`config.mk`:
```
export PLATFORM = sky130hd
export DESIGN_NAME = memlcd_panel_rx
export DESIGN_NICKNAME = d
export VERILOG_FILES = /design/src/rtl/memlcd_pkg.sv /design/src/rtl/memlcd_sync_edge.sv /design/src/rtl/memlcd_panel_rx.sv
export SDC_FILE = /design/constraint.sdc
export NUM_CORES = 1
export LEC_CHECK = 0
export CORE_MARGIN = 10
export CORE_UTILIZATION = 50
export CTS_BUF_LIST = sky130_fd_sc_hd__clkbuf_8
export DETAILED_ROUTE_END_ITERATION = 6
export DONT_BUFFER_PORTS = 1
export GPL_TIMING_DRIVEN = 0
export PLACE_DENSITY = 0.76
export SETUP_SLACK_MARGIN = 0.15
export SYNTH_ARGS = -nofsm -noshare
export SYNTH_HDL_FRONTEND = slang
export SYNTH_SLANG_ARGS = --single-unit
```
`constraint.sdc`:
```
create_clock -name clk -period 3.87 [get_ports clk]
set_input_delay 0 -clock clk [delete_from_list [all_inputs] [get_ports clk]]
set_output_delay 0 -clock clk [all_outputs]
set_load 0.02 [all_outputs]
```
`src/rtl/memlcd_pkg.sv`:
```
// Shared definitions for the memory-LCD serial link (transmitter and panel receiver).
package memlcd_pkg;

  // Default panel geometry and link framing.
  localparam int unsigned DEF_WIDTH      = 336;
  localparam int unsigned DEF_HEIGHT     = 536;
  localparam int unsigned DEF_ADDR_BITS  = 10;
  localparam int unsigned DEF_TRAIL_BITS = 16;

  // Header bit positions, in order of arrival on the wire.
  localparam int unsigned HDR_M0       = 0;  // update
  localparam int unsigned HDR_M1       = 1;  // vcom
  localparam int unsigned HDR_M2       = 2;  // all-clear
  localparam int unsigned HDR_ADDR_LSB = 6;

  // Field bit counter width; must cover the longest field (the pixel data).
  localparam int unsigned CNT_BITS = 16;

  // Receiver decode states.
  typedef enum logic [2:0] {
    StIdle,
    StHdr,
    StData,
    StTrail,
    StNext,
    StWait,
    StSkip
  } rx_state_e;

endpackage

```
`src/rtl/memlcd_sync_edge.sv`:
```
// Brings the asynchronous link into the clk domain: 2-flop synchronizers on all three
// lines, rise detection on sclk, rise/fall detection on scs. si is delayed exactly as
// much as sclk, so si_o is the data level at the detected sclk rise.
module memlcd_sync_edge (
  input  logic clk,
  input  logic rst,
  input  logic sclk_i,
  input  logic scs_i,
  input  logic si_i,
  output logic sclk_rise_o,
  output logic scs_rise_o,
  output logic scs_fall_o,
  output logic si_o
);

  // [0] metastable stage, [1] synchronized level, [2] previous synchronized level
  logic [2:0] sclk_q;
  logic [2:0] scs_q;
  logic [1:0] si_q;
  logic       armed_q;

  // Synchronizer chains track the pins even through reset so the level is valid at exit.
  always_ff @(posedge clk) begin
    sclk_q <= {sclk_q[1:0], sclk_i};
    scs_q  <= {scs_q[1:0], scs_i};
    si_q   <= {si_q[0], si_i};
  end

  // A frame may only start after scs has been seen low, so leaving reset with scs
  // already high does not start decoding in the middle of a transfer.
  always_ff @(posedge clk) begin
    if (rst) begin
      armed_q <= 1'b0;
    end else if (!scs_q[1]) begin
      armed_q <= 1'b1;
    end
  end

  assign sclk_rise_o = sclk_q[1] & ~sclk_q[2];
  assign scs_rise_o  = armed_q & scs_q[1] & ~scs_q[2];
  assign scs_fall_o  = ~scs_q[1] & scs_q[2];
  assign si_o        = si_q[1];

endmodule

```
`src/rtl/memlcd_panel_rx.sv`:
```
// Panel-side receiver for the memory-LCD serial link. Decodes mode header, line address,
// pixel data and trailer from the oversampled link and emits pixel bytes plus events.
module memlcd_panel_rx
  import memlcd_pkg::*;
#(
  parameter int unsigned WIDTH      = DEF_WIDTH,
  parameter int unsigned HEIGHT     = DEF_HEIGHT,
  parameter int unsigned ADDR_BITS  = DEF_ADDR_BITS,
  parameter int unsigned TRAIL_BITS = DEF_TRAIL_BITS
) (
  input  logic                 clk,
  input  logic                 rst,
  input  logic                 lcd_sclk,
  input  logic                 lcd_si,
  input  logic                 lcd_scs,
  output logic                 wr_valid,
  output logic [ADDR_BITS-1:0] wr_line,
  output logic [5:0]           wr_col,
  output logic [7:0]           wr_data,
  output logic                 line_done,
  output logic                 frame_done,
  output logic                 clear_all,
  output logic                 vcom,
  output logic                 proto_err
);

  localparam int unsigned HDR_BITS = HDR_ADDR_LSB + ADDR_BITS;

  logic sclk_rise;
  logic scs_rise;
  logic scs_fall;
  logic si_s;

  memlcd_sync_edge u_sync (
    .clk         (clk),
    .rst         (rst),
    .sclk_i      (lcd_sclk),
    .scs_i       (lcd_scs),
    .si_i        (lcd_si),
    .sclk_rise_o (sclk_rise),
    .scs_rise_o  (scs_rise),
    .scs_fall_o  (scs_fall),
    .si_o        (si_s)
  );

  rx_state_e               state_q, state_d;
  logic [CNT_BITS-1:0]     cnt_q, cnt_d;
  logic [HDR_BITS-1:0]     hdr_q, hdr_d;
  logic [7:0]              byte_q, byte_d;
  logic [ADDR_BITS-1:0]    line_q, line_d;
  logic [5:0]              col_q, col_d;
  logic                    from_data_q, from_data_d;  // current TRAIL follows pixel data
  logic                    line_seen_q, line_seen_d;  // completed-line count, saturating at 1
  logic                    vcom_q, vcom_d;

  logic                    wr_valid_q, wr_valid_d;
  logic [ADDR_BITS-1:0]    wr_line_q, wr_line_d;
  logic [5:0]              wr_col_q, wr_col_d;
  logic [7:0]              wr_data_q, wr_data_d;
  logic                    line_done_q, line_done_d;
  logic                    frame_done_q, frame_done_d;
  logic                    clear_q, clear_d;
  logic                    err_q, err_d;

  // Fields arrive LSB first, so new bits enter at the top and shift down.
  logic [HDR_BITS-1:0]  hdr_shift;
  logic [7:0]           byte_shift;
  logic [ADDR_BITS-1:0] hdr_addr;
  logic                 hdr_addr_ok;
  logic                 hdr_last;
  logic                 data_last;
  logic                 trail_last;

  assign hdr_shift   = {si_s, hdr_q[HDR_BITS-1:1]};
  assign byte_shift  = {si_s, byte_q[7:1]};
  assign hdr_addr    = hdr_shift[HDR_ADDR_LSB +: ADDR_BITS];
  assign hdr_addr_ok = (hdr_addr != '0) && (32'(hdr_addr) <= HEIGHT);
  assign hdr_last    = (cnt_q == CNT_BITS'(HDR_BITS - 1));
  assign data_last   = (cnt_q == CNT_BITS'(WIDTH - 1));
  assign trail_last  = (cnt_q == CNT_BITS'(TRAIL_BITS - 1));

  // Next-state decode: consume the bit of this cycle first, then apply any scs edge,
  // so an scs fall on the final bit of a field still completes that field.
  always_comb begin
    state_d      = state_q;
    cnt_d        = cnt_q;
    hdr_d        = hdr_q;
    byte_d       = byte_q;
    line_d       = line_q;
    col_d        = col_q;
    from_data_d  = from_data_q;
    line_seen_d  = line_seen_q;
    vcom_d       = vcom_q;
    wr_valid_d   = 1'b0;
    wr_line_d    = wr_line_q;
    wr_col_d     = wr_col_q;
    wr_data_d    = wr_data_q;
    line_done_d  = 1'b0;
    frame_done_d = 1'b0;
    clear_d      = 1'b0;
    err_d        = 1'b0;

    if (sclk_rise) begin
      cnt_d = cnt_q + CNT_BITS'(1);
      unique case (state_q)
        StHdr, StNext: begin
          hdr_d = hdr_shift;
          if (hdr_last) begin
            cnt_d = '0;
            if (state_q == StHdr) begin
              vcom_d      = hdr_shift[HDR_M1];
              from_data_d = 1'b0;
            end
            // NEXT headers always carry a line address; mode bits are don't-care there.
            if (state_q == StNext || hdr_shift[HDR_M0]) begin
              if (hdr_addr_ok) begin
                state_d = StData;
                line_d  = hdr_addr;
                col_d   = '0;
              end else begin
                err_d   = 1'b1;
                state_d = StSkip;
              end
            end else begin
              clear_d = hdr_shift[HDR_M2];
              state_d = StTrail;
            end
          end
        end
        StData: begin
          byte_d = byte_shift;
          if (cnt_q[2:0] == 3'd7) begin
            wr_valid_d = 1'b1;
            wr_line_d  = line_q;
            wr_col_d   = col_q;
            wr_data_d  = byte_shift;
            col_d      = col_q + 6'd1;
          end
          if (data_last) begin
            cnt_d       = '0;
            from_data_d = 1'b1;
            state_d     = StTrail;
          end
        end
        StTrail: begin
          if (trail_last) begin
            cnt_d = '0;
            if (from_data_q) begin
              line_done_d = 1'b1;
              line_seen_d = 1'b1;
              state_d     = StNext;
            end else begin
              state_d = StWait;
            end
          end
        end
        default: cnt_d = cnt_q;  // IDLE, WAIT, SKIP discard bits
      endcase
    end

    if (scs_fall) begin
      unique case (state_d)
        StNext: begin
          if (cnt_d == '0) begin
            frame_done_d = line_seen_d;
          end else begin
            err_d = 1'b1;
          end
        end
        StHdr, StData, StTrail: err_d = 1'b1;
        default: ;
      endcase
      state_d = StIdle;
      cnt_d   = '0;
    end else if (scs_rise && state_q == StIdle) begin
      state_d     = StHdr;
      cnt_d       = '0;
      line_seen_d = 1'b0;
    end
  end

  // State and registered outputs.
  always_ff @(posedge clk) begin
    if (rst) begin
      state_q      <= StIdle;
      cnt_q        <= '0;
      hdr_q        <= '0;
      byte_q       <= '0;
      line_q       <= '0;
      col_q        <= '0;
      from_data_q  <= 1'b0;
      line_seen_q  <= 1'b0;
      vcom_q       <= 1'b0;
      wr_valid_q   <= 1'b0;
      wr_line_q    <= '0;
      wr_col_q     <= '0;
      wr_data_q    <= '0;
      line_done_q  <= 1'b0;
      frame_done_q <= 1'b0;
      clear_q      <= 1'b0;
      err_q        <= 1'b0;
    end else begin
      state_q      <= state_d;
      cnt_q        <= cnt_d;
      hdr_q        <= hdr_d;
      byte_q       <= byte_d;
      line_q       <= line_d;
      col_q        <= col_d;
      from_data_q  <= from_data_d;
      line_seen_q  <= line_seen_d;
      vcom_q       <= vcom_d;
      wr_valid_q   <= wr_valid_d;
      wr_line_q    <= wr_line_d;
      wr_col_q     <= wr_col_d;
      wr_data_q    <= wr_data_d;
      line_done_q  <= line_done_d;
      frame_done_q <= frame_done_d;
      clear_q      <= clear_d;
      err_q        <= err_d;
    end
  end

  assign wr_valid   = wr_valid_q;
  assign wr_line    = wr_line_q;
  assign wr_col     = wr_col_q;
  assign wr_data    = wr_data_q;
  assign line_done  = line_done_q;
  assign frame_done = frame_done_q;
  assign clear_all  = clear_q;
  assign vcom       = vcom_q;
  assign proto_err  = err_q;

endmodule

```
### Word level (Yosys, flattened, before mapping)

Cells that the tools add are included.

| storage, ports and cells | value |
|---|---|
| input bits | 5 |
| register bits | 100 |
| word-level logic and storage cells | 118 |
| output and inout bits | 30 |

| cells by class | value |
|---|---|
| magnitude comparators | 1 |
| bitwise operators | 15 |
| add/subtract/negate cells | 2 |
| multiplexer cells | 38 |
| equality and inequality tests | 17 |
| reductions and logical operators | 23 |

Operators by type and width:

| operator | number |
|---|---|
| $mux 16 | 3 |
| $pmux 16 s2 | 1 |
| $mux 6 | 4 |
| $mux 1 | 20 |
| $mux 3 | 6 |
| $add 16x1->16 const B | 1 |
| $eq 16x4->1 const B | 1 |
| $eq 16x9->1 const B | 1 |
| $logic_not 16->1 | 1 |
| $eq 3x2->1 const B | 4 |
| $ne 2x2->1 const B | 6 |
| $pmux 6 s2 | 1 |
| $reduce_or 3->1 | 4 |
| $not 1->1 | 11 |
| $le 10x10->1 const B | 1 |
| $reduce_and 5->1 | 2 |
| $reduce_bool 10->1 | 1 |
| $eq 3x3->1 const B | 3 |
| $pmux 3 s3 | 1 |
| $reduce_or 4->1 | 2 |
| $add 6x1->6 const B | 1 |
| $eq 3x1->1 const B | 2 |
| $reduce_and 6->1 | 1 |
| $reduce_or 5->1 | 1 |
| 10 further kinds | 17 |

### Logic depth before layout (Yosys ltp)

Gate-level depths: netlist (run 1).

| logic depth | value |
|---|---|
| word-level depth | 11 |
| mapped depth | 9 |
| mapped depth without buffers | 8 |

### By module

A second synthesis (run 1) with hierarchy kept.

| second synthesis, totals | value |
|---|---|
| cells, all modules | 502 |
| area, all modules | 4270.3 µm² |

By module, submodules not included:

| module | cells each | area an instance (µm²) | instances |
|---|---|---|---|
| memlcd_panel_rx | 487 | 4061.4 | 1 |
| memlcd_sync_edge | 15 | 209.0 | 1 |

### Worst setup path before layout (run 1)

OpenSTA, ideal clock, no wires.

| timing | value |
|---|---|
| path type | reg2reg |
| start | reg cnt_q[0] |
| end | reg col_q[5] |
| buffers on the path | 0 |
| data required time | 3.800 ns |
| arrival time | 2.180 ns |
| slack | 1.620 ns |
| cell stages (with the launch flop) | 9 |
| path through | dfxtp_1 ha_1 and4bb_2 nand4_4 or3_4 a21oi_2 o2111ai_1 or3_1 a21oi_1 |

| on the way | value |
|---|---|
| cells in the longest elaborated chain, start to end | 3 |
| elaborated cells between the ends (all ways) | 5 |

Ends and longest elaborated chain:

| element | RTL line | RTL |
|---|---|---|
| start, declared | memlcd_panel_rx.sv:47 | `logic [CNT_BITS-1:0] cnt_q, cnt_d;` |
| start signal, assigned | memlcd_panel_rx.sv:204 | `cnt_q <= cnt_d;` |
| $eq 16x4->1 or $eq 3x3->1 (tied branches) | memlcd_panel_rx.sv:78, memlcd_panel_rx.sv:132 |  |
| $ne 2x2->1 (no line) | - |  |
| $reduce_and 6->1 (no line) * | - |  |
| end signal, assigned | memlcd_panel_rx.sv:208 | `col_q <= col_d;` |
| end, declared | memlcd_panel_rx.sv:51 | `logic [5:0] col_q, col_d;` |

Mark *: on every way between the ends. The rest lies on a longest branch, timed or not.
A chain may end at the register's enable or synchronous reset.

### Worst setup path in the final report (run 1)

| timing | value |
|---|---|
| start | reg state_q[2] |
| end | reg wr_col_q[0] (netlist: wr_col[0]) |

| on the way | value |
|---|---|
| cells in the longest elaborated chain, start to end | 2 |

Ends and longest elaborated chain:

| element | RTL line | RTL |
|---|---|---|
| start, declared | memlcd_panel_rx.sv:46 | `rx_state_e state_q, state_d;` |
| start signal, assigned | memlcd_panel_rx.sv:185 | `state_q <= StIdle;` |
| start signal, assigned | memlcd_panel_rx.sv:203 | `state_q <= state_d;` |
| $eq 3x2->1 | memlcd_panel_rx.sv:105 | `unique case (state_q)` |
| $reduce_and 3->1 (no line) | - |  |
| end signal, assigned | memlcd_panel_rx.sv:214 | `wr_col_q <= wr_col_d;` |
| end, declared | memlcd_panel_rx.sv:58 | `logic [5:0] wr_col_q, wr_col_d;` |

Every way passes these cells.

==> flow_metrics.tcl, run 1 <==
set metrics [dict create \
    status "finished clean" \
    crit_path_end_kind "flip-flop" \
    p_leak_nw 1.56 \
    finalSetupTns_ns 0 \
    syn_to_final_growth_pct 8.87 \
    synth_flop_cell "dfxtp_1" \
    syn_area_um2 4240 \
    setup_violations 0 \
    synth.net_count 521 \
    synth_edf_count 0 \
    ctsResizeCount 0 \
    clk_latency_ns 0.38 \
    holdCritStartpoint "rst" \
    clockBufferDepth 2 \
    rsz0062_at_grt "false" \
    n_antenna_cell 0 \
    min_period_ns 2.69 \
    crit_arrival_ns 2.93 \
    maxSlewViolCount 0 \
    die_x_um 112 \
    dr.pass1.iters 5 \
    ant_nets 0 \
    postLayoutCoreUtil 0.560 \
    hold_depth 3 \
    dp_hpwl_mm 6.76 \
    seq_area_frac_synth 0.462 \
    worst_r2r_path_depth 8 \
    r2r-end "wr_col[0]" \
    coreArea_um2 8260 \
    cap_violations 0 \
    grt_overflow_total 0 \
    crit_type "reg2reg" \
    cts_sinks 98 \
    grt_antenna_before_repair 0 \
    hold-path-endpoint "col_q[5]" \
    io_pins 35 \
    netlist_top_cells_area "dfxtp_1, nand2_1, a21oi_1, nor2_1, mux2i_1" \
    netlist_instances 513 \
    hold_viol_final 0 \
    drc 0 \
    avgSynthCellArea_um2 8.27 \
    cts_tree "built" \
    drt_wl_total_mm 9.48 \
    start_util 0.514 \
    peakVddDrop_uv 234 \
    cp_max_fo 10 \
    post_cts_buffers 0 \
    yosysWarningCount 0 \
    drive_gt1_frac 0.0788 \
    min_period_over_period 0.694 \
    grt_pass1_vias 3398 \
    synth_seq_cells 98 \
    yosysMostFrequentCell "nand2_1" \
    yosys.area.top_type "dfxtp_1" \
    hp-class "in2reg" \
    pre_cts_ws_ns 1.27 \
    fp-row-count 33 \
    cts_hold_buf 4 \
    dr_total_vias 3604 \
    cts_buffers 9 \
    fmax_ghz 0.372 \
    dieArea_um2 12600 \
    drt-initial-drc-count 227 \
    cts_max_level 3 \
    grtUsageTotal 0.149 \
    holdWs_ns 0.0415 \
    gp_congestion 0.831 \
    rr_startpoint "state_q[2]" \
    power_density_nw_per_um2 371 \
    grt_max_degree 21 \
    fin_nets 536 \
    io_buffers 0 \
    fin_ws_ns 1.18 \
    grt_pass1_wl_mm 16.1 \
    cp.required_ns 4.12 \
    finClkSkew_ns 0.0124 \
    path_clk_slew_ns 0.10 \
    synthTopCellsByCount "nand2_1, dfxtp_1, a21oi_1, nor2_1, clkbuf_1" \
    ys_types 61 \
    clock_tree.root_cell "clkbuf_8" \
    critPathLaunchType "flip-flop" \
    max_slew_margin 0.335 \
    fillers 765 \
    die_h_um 112 \
    tightest_slew_ns 0.990 \
    yosysTopAreaCellShare 0.462 \
    async_flop_share 0 \
    rrSetupSlack_ns 1.18 \
    avgViaCountPerCell 5.65 \
    drt-wirelength-per-cell_um 14.9 \
]
-- sequential cells by signal, indices dropped and copies added (netlist names), 2 cells and up --
signal and count:
hdr_q 15, wr_col 6, state_q 3, u_sync.si_q 2
byte_q 7, u_sync.scs_q 3, col_q 6, line_q 10
u_sync.sclk_q 3, wr_data 8, wr_line 10, cnt_q 16
-- routing by layer --
metal / global-route usage / routed length [um] / part of all wire / up-vias
met1: 0.180 / 4230 / 0.45 / 1695
met2: 0.248 / 4500 / 0.47 / 90
met5: 0 / 0 / 0 / -
li1: - / - / - / 1805
met3: 0.0447 / 629 / 0.066 / 14
met4: 0.0508 / 126 / 0.013 / 0
-- where the power goes --
| part | leakage, nW | switching, W | internal, W | total [W] |
|---|---|---|---|---|
| Clock | 0.103 | 0.000397 | 0.000256 | 0.000653 |
| Sequential | 0.792 | 0.00000371 | 0.00101 | 0.00102 |
| Combinational | 0.667 | 0.0000318 | 0.0000119 | 0.0000437 |
| Total | 1.56 | 0.000432 | 0.00128 | 0.00171 |
-- metrics by stage --
stage	cell area, um^2	power, W	instances
final	4620	0.00171	638
after global placement	4380	0.00108	618
after floorplan	4240	0.00107	513
after CTS	4620	0.00173	638
after global routing	4620	0.00176	638
after detailed placement	4380	0.00108	618
-- worst max-delay path: stages, from the launching register on --
cell and delay [ns]:
dfxtp_1 0.36, buf_2 0.20, nand2b_1 0.15, clkbuf_1 0.18
nor3_1 0.79, nand2_1 0.39, clkbuf_1 0.30, nand2_1 0.12
a21oi_1 0.06
-- how the worst max path moves through the flow --
stage | startpoint | to
6_report | state_q[2] | wr_col[0]
5_1_grt | state_q[2] | wr_data[7]
4_1_cts | cnt_q[6] | frame_done
3_5_place_dp | state_q[2] | wr_line[6]
3_3_place_gp | state_q[0] | frame_done
2_1_floorplan | cnt_q[0] | col_q[5]
-- layout make-up --
cell class	instances	area, um^2	share of cell area
clock buffer	9	124	0.0268
multi-input combinational	377	2120	0.460
tap	105	131	0.0284
clock inverter	7	81.3	0.0176
buffer	30	128	0.0276
inverter	8	30.0	0.00650
timing repair buffer	4	40.0	0.00867
sequential	98	1960	0.425
-- layout by cell type, fill, tap and decap left out, drive strengths merged, types with 3 or more instances in the layout --
cell type,instances
or3,6
dfxtp,98
nor3,13
a31oi,3
and3,5
nand2b,6
mux2i,12
nor2b,5
a21oi,64
inv,10
nand4b,3
buf,8
nand2,110
o21ai,13
nand3,11
ha,3
and2,3
nor2,47
o31ai,3
nand4,8
a22oi,3
clkbuf,31
clkinv,5
xnor2,5
dlygate4sd3,4
xor2,12
a211o,4
and4,8
-- cell families (layout without fill, tap and decap cells) --
logic type	count (synthesis)	after routing	synth area share
fa+ha+maj	3	3	0.00885
simple gates	235	235	0.272
xor+xnor	17	17	0.0351
mux	12	12	0.0283
compound gates	110	110	0.157
flops	98	98	0.462
buf+inv	38	58	0.0371
Power figures use the tool's default switching activity.
==> run 2: changes to the inputs <==
--- a/config.mk
+++ b/config.mk
@@ -5,6 +5,7 @@
 export SDC_FILE = /design/constraint.sdc
 export NUM_CORES = 1
 export LEC_CHECK = 0
+export ABC_AREA = 1
 export CORE_MARGIN = 10
 export CORE_UTILIZATION = 50
 export CTS_BUF_LIST = sky130_fd_sc_hd__clkbuf_8
==> constraint.sdc (replaced) <==
create_clock -name clk -period 2.6 [get_ports clk]
set_input_delay 0 -clock clk [delete_from_list [all_inputs] [get_ports clk]]
set_output_delay 0 -clock clk [all_outputs]
set_load 0.02 [all_outputs]
==> flow_metrics.tcl, run 2 <==
set metrics [dict create \
    met2WireLength_mm 4.59 \
    grt_max_degree 19 \
    avgViaCountPerCell 5.22 \
    cap_violations 0 \
    dp_hpwl_mm 6.68 \
    clock_tree.root_cell "clkbuf_8" \
    fin_nets 591 \
    ant_nets 0 \
    ys_types 34 \
    cp.required_ns 2.91 \
    cpMaxStageDelayCell "dfxtp_1" \
    synth_seq_cells 98 \
    maxSlewViolCount 0 \
    dieArea_um2 12300 \
    rsz0062_at_grt "true" \
    layout_common_cells "nor2_1, dfxtp_1, nand2_1, o21ai_0, inv_1" \
    synthTopCellsByCount "nor2_1, dfxtp_1, nand2_1, o21ai_0, inv_1" \
    intPower_w 0.00193 \
    power_density_nw_per_um2 568 \
    grt_pass1_vias 3504 \
    grt_antenna_before_repair 0 \
    path_clk_slew_ns 0.10 \
    cp_max_fo 10 \
    rr_startpoint "u_sync.sclk_q[1]" \
    holdCritStartpoint "rst" \
    worst_r2r_path_depth 11 \
    syn_to_final_growth_pct 9.37 \
    netlist_top_cells_area "dfxtp_1, nor2_1, nand2_1, o21ai_0, nand3_1" \
    top_layer "met4" \
    synth_edf_count 0 \
    final_area_um2 4500 \
    top_register "cnt_q" \
    switching_power_w 0.000621 \
    grtUsageTotal 0.148 \
    grt_overflow_total 0 \
    hp-class "in2reg" \
    yosysTopAreaCellShare 0.477 \
    yosysWarningCount 0 \
    critPathLaunchType "flip-flop" \
    fp-row-count 33 \
    yosys.area.top_type "dfxtp_1" \
    largest_reg_flops 16 \
    async_flop_share 0 \
    p_leak_nw 1.96 \
    gp_congestion 0.851 \
    hold_depth 2 \
    crit_type "reg2reg" \
    pre_cts_ws_ns 0.193 \
    cts_sinks 98 \
    die_h_um 111 \
    dr.pass1.iters 6 \
    io_pins 35 \
    netlist_instances 568 \
    avgSynthCellArea_um2 7.24 \
    cts_tree "built" \
    max_slew_margin 0.678 \
    finClkSkew_ns 0.0147 \
    io_buffers 0 \
    drt-initial-drc-count 243 \
    drive_gt1_frac 0.0850 \
    clk_latency_ns 0.37 \
    placed_cell_area_um2 4240 \
    layout_commonest_cell "nor2_1" \
    n_antenna_cell 0 \
    synth.net_count 576 \
    met1_length_mm 3.78 \
    hold-path-endpoint "col_q[0]" \
    setup_violations 0 \
    coreArea_um2 8090 \
    r2r-end "line_q[4]" \
    seq_area_frac_synth 0.477 \
    status "finished clean" \
    synth_flop_cell "dfxtp_1" \
    syn_area_um2 4110 \
    rrSetupSlack_ns 0.34 \
    cpPeakStageDelay_ns 0.33 \
    fin_ws_ns 0.341 \
    finalSetupTns_ns 0 \
    dr_total_vias 3620 \
    die_x_um 111 \
    grt_pass1_wl_mm 15.8 \
    swShare 0.243 \
    drc 0 \
    cts_buffers 9 \
    drt-wirelength-per-cell_um 13.2 \
    hold_viol_final 0 \
    cp_common_cell "inv_2" \
    fmax_ghz 0.443 \
    min_period_over_period 0.869 \
    crit_path_end_kind "flip-flop" \
    min_period_ns 2.26 \
    postLayoutCoreUtil 0.556 \
    crit_arrival_ns 2.57 \
    drt_wl_total_mm 9.14 \
    tightest_slew_ns 0.481 \
    start_util 0.508 \
    power.share.clock 0.372 \
    route.met3.wl_um 664 \
    yosysMostFrequentCell "nor2_1" \
    combinationalPowerShare 0.033 \
    top_regs "cnt_q (16), hdr_q (15)" \
    cts_max_level 3 \
    worstPathCellList "inv_1 > nor2_2 > inv_2 > nor2_8 > inv_2 > a21oi_4 > nand3b_4 > nor2_4 > buf_4 > o21ai_1 > nor2_1" \
    seqPwrFrac 0.596 \
    peakVddDrop_uv 375 \
    clockBufferDepth 2 \
]
run 2: cell count changes in the layout (fill, tap and decap cells not counted), moves of 12 or more:
cell,change
nand2_1,-15
mux2i_1,-12
o21ai_0,+40
nor2_1,+82
a21oi_1,-36
inv_1,+40
nand3_1,+27
run 2: final cells by class:
cell class	instances	area [um^2]
fill	776	3600
sequential	98	1960
multi-input combinational	396	1880
inverter	57	214
clock buffer	10	138
tap	105	131
buffer	17	76.3
clock inverter	6	56.3
timing repair buffer	4	37.5
run 2: cells by family (layout without fill, tap and decap cells):
logic type / Yosys count / count (layout) / synth area share
buf+inv: 74 / 94 / 0.0706
xor+xnor: 3 / 3 / 0.00639
fa+ha+maj: 3 / 3 / 0.00913
compound gates: 95 / 95 / 0.124
flops: 98 / 98 / 0.477
simple gates: 295 / 295 / 0.313
run 2: worst max-delay path: cells and delay by family (launching register included):
kind            cells  cell delay [ns]
compound gates      2             0.28
buf+inv             4             0.57
flops               1             0.33
simple gates        5             1.02
run 2: worst max path at each step:
| stage | startpoint | end | slack, ns | cells after the start |
|---|---|---|---|---|
| final | u_sync.sclk_q[1] | line_q[4] | 0.34 | 11 |
| after global routing | u_sync.sclk_q[1] | line_q[3] | 0.15 | 11 |
| after CTS | cnt_q[0] | line_q[4] | 0.17 | 12 |
| after detailed placement | cnt_q[0] | col_q[2] | 0.19 | 12 |
| after global placement | cnt_q[0] | col_q[2] | 0.25 | 12 |
| after floorplan | cnt_q[0] | col_q[2] | 0.68 | 12 |
run 2: power groups by stage:
stage / clock [W] / combinational [W] / sequential [W]
floorplan: 0 / 0.0000571 / 0.00155
global placement: 0 / 0.0000761 / 0.00156
detailed placement: 0 / 0.0000775 / 0.00156
CTS: 0.000975 / 0.0000814 / 0.00152
global route: 0.00103 / 0.0000936 / 0.00152
finish: 0.000949 / 0.0000831 / 0.00152
run 2: layer usage:
metal	vias up	global-route usage
li1	1857	-
met1	1649	0.163
met2	103	0.264
met3	11	0.0438
met4	0	0.0495
met5	-	0
run 2: repair_timing:
item                                   4_1_cts  5_1_grt
hold buffers                                 3        0
gates resized for setup                      0        8
buffers inserted                             0        1
setup endpoints to repair                    0       22
endpoints found under the hold margin        3        0
run 2: through the flow:
step / hold slack, ns / power [W] / cells
final: 0.0318 / 0.00255 / 693
after global routing: 0.0543 / 0.00265 / 693
after CTS: 0.0128 / 0.00258 / 692
after detailed placement: 0.0278 / 0.00163 / 673
after global placement: 0.0278 / 0.00163 / 673
after floorplan: 0.0277 / 0.00161 / 568
==> run 3: changes to the inputs <==
==> constraint.sdc (replaced) <==
create_clock -name clk -period 2.3 [get_ports clk]
set_input_delay 0 -clock clk [delete_from_list [all_inputs] [get_ports clk]]
set_output_delay 0 -clock clk [all_outputs]
set_load 0.02 [all_outputs]
==> flow_metrics.tcl, run 3 (synthesis results as in run 2) <==
set metrics [dict create \
    dr.pass1.iters 5 \
    r2r-end "proto_err" \
    drt-initial-drc-count 227 \
    drive_gt1_frac 0.157 \
    hold-path-endpoint "col_q[0]" \
    crit_buf_inv 3 \
    worst_r2r_path_depth 16 \
    crit_type "reg2reg" \
    holdWs_ns 0.0264 \
    max_slew_margin 0.675 \
    cts_sinks 98 \
    grt_max_degree 19 \
    tightest_slew_ns 0.486 \
    cp_max_fo 5 \
    io_pins 35 \
    seqCellArea_um2 1980 \
    grt_overflow_total 0 \
    cp_common_cell "nand2_1" \
    grt_pass1_vias 3523 \
    largest_reg_flops 16 \
    gp_congestion 0.851 \
    status "finished clean" \
    setup_violations 0 \
    hp-class "in2reg" \
    grt_antenna_before_repair 0 \
    cap_violations 0 \
    min_period_ns 2.03 \
    critPathLaunchType "flip-flop" \
    cp.required_ns 2.55 \
    fin_nets 607 \
    die_h_um 111 \
    die_x_um 111 \
    holdCritStartpoint "rst" \
    top_register "cnt_q" \
    n_antenna_cell 0 \
    fmax_ghz 0.492 \
    crit_family "simple AND/OR/NAND/NOR gates" \
    start_util 0.508 \
    drt-wirelength-per-cell_um 13.6 \
    maxSlewViolCount 0 \
    ant_nets 0 \
    layout_common_cells "nor2_1, dfxtp_1, nand2_1, o21ai_0, inv_1" \
    drt_wl_total_mm 9.65 \
    fp-row-count 33 \
    power_density_nw_per_um2 608 \
    coreArea_um2 8090 \
    io_buffers 0 \
    hold_viol_final 0 \
    peakVddDrop_uv 360 \
    worstPathCellList "nand2_1 > inv_1 > nand2_2 > nor2_2 > inv_1 > nor2_4 > xor2_2 > nand2_1 > inv_1 > nand2_1 > nor2_2 > nand2_1 > nand2_1 > nand2_1 > nand2_1 > a21oi_1" \
    layout_commonest_cell "nor2_1" \
    fillers 740 \
    dr_total_vias 3764 \
    rrSetupSlack_ns 0.27 \
    grt_pass1_wl_mm 16.0 \
    clockBufferDepth 2 \
    syn_to_final_growth_pct 16.0 \
    path_clk_slew_ns 0.09 \
    min_period_over_period 0.883 \
    grtUsageTotal 0.150 \
    placed_cell_area_um2 4240 \
    cpPeakStageDelay_ns 0.46 \
    drc 0 \
    avgViaCountPerCell 5.31 \
    multi_input_area_um2 2010 \
    cts_buffers 9 \
    cpMaxStageDelayCell "dfxtp_1" \
    clk_latency_ns 0.37 \
    hold_depth 2 \
    clock_tree.root_cell "clkbuf_8" \
    rr_startpoint "cnt_q[3]" \
    cts_tree "built" \
    crit_path_end_kind "flip-flop" \
    dp_hpwl_mm 6.68 \
    top_regs "cnt_q (16), hdr_q (15)" \
    p_leak_nw 2.05 \
    cts_max_level 3 \
    rsz0062_at_grt "true" \
    dieArea_um2 12300 \
    finClkSkew_ns 0.0135 \
    crit_arrival_ns 2.28 \
    final_area_um2 4770 \
]
[run 3: cell count changes in the layout (fill, tap and decap cells not counted), sizes merged]
cell  change
buf      +16
[run 3: what timing repair did]
item / 4_1_cts / 5_1_grt
resized for setup: 16 / 37
setup buffers: 3 / 14
setup endpoints to repair: 27 / 50
gates cloned: 0 / 0
hold buffers: 3 / 0
pin swaps: 3 / 15
endpoints found under the hold margin: 3 / 0
[run 3: layout make-up]
cell class	count	area share
Buffer	17	0.0171
Tap cell	105	0.0276
Multi-Input combinational cell	396	0.421
Inverter	57	0.0459
Clock inverter	6	0.0118
Sequential cell	98	0.415
Clock buffer	10	0.0289
Timing Repair Buffer	20	0.0331
[run 3: worst max-delay path by stage]
stage	startpoint	cells past startpoint	to	slack (ns)
2_1_floorplan	cnt_q[0]	12	col_q[2]	0.38
3_3_place_gp	cnt_q[0]	12	col_q[2]	-0.05
3_5_place_dp	cnt_q[0]	12	col_q[2]	-0.11
4_1_cts	state_q[2]	12	line_q[7]	0.15
5_1_grt	cnt_q[3]	16	proto_err	0.06
6_report	cnt_q[3]	16	proto_err	0.27
[run 3: layer usage]
metal | GRT usage | up-vias | wire length [um]
met4 | 0.0495 | 0 | 161
met2 | 0.268 | 125 | 4950
li1 | - | 1890 | -
met5 | 0 | - | 0
met1 | 0.164 | 1728 | 3860
met3 | 0.0433 | 21 | 669
[run 3: report_power, final]
group	internal, W	switching [W]	total, W
clock network	0.000447	0.000630	0.00108
registers	0.00171	0.0000101	0.00172
logic	0.0000333	0.0000718	0.000105
[run 3: per-stage QoR]
stage,utilization,cells,setup TNS [ns],total power [W],worst slack (ns)
after floorplan,-,568,0,0.00182,0.384
after global placement,0.524,673,-0.382,0.00185,-0.0479
after detailed placement,0.524,673,-1.23,0.00185,-0.107
after CTS,0.561,695,0,0.00292,0.151
after global routing,0.589,709,0,0.00300,0.0571
final,0.589,709,0,0.00290,0.269
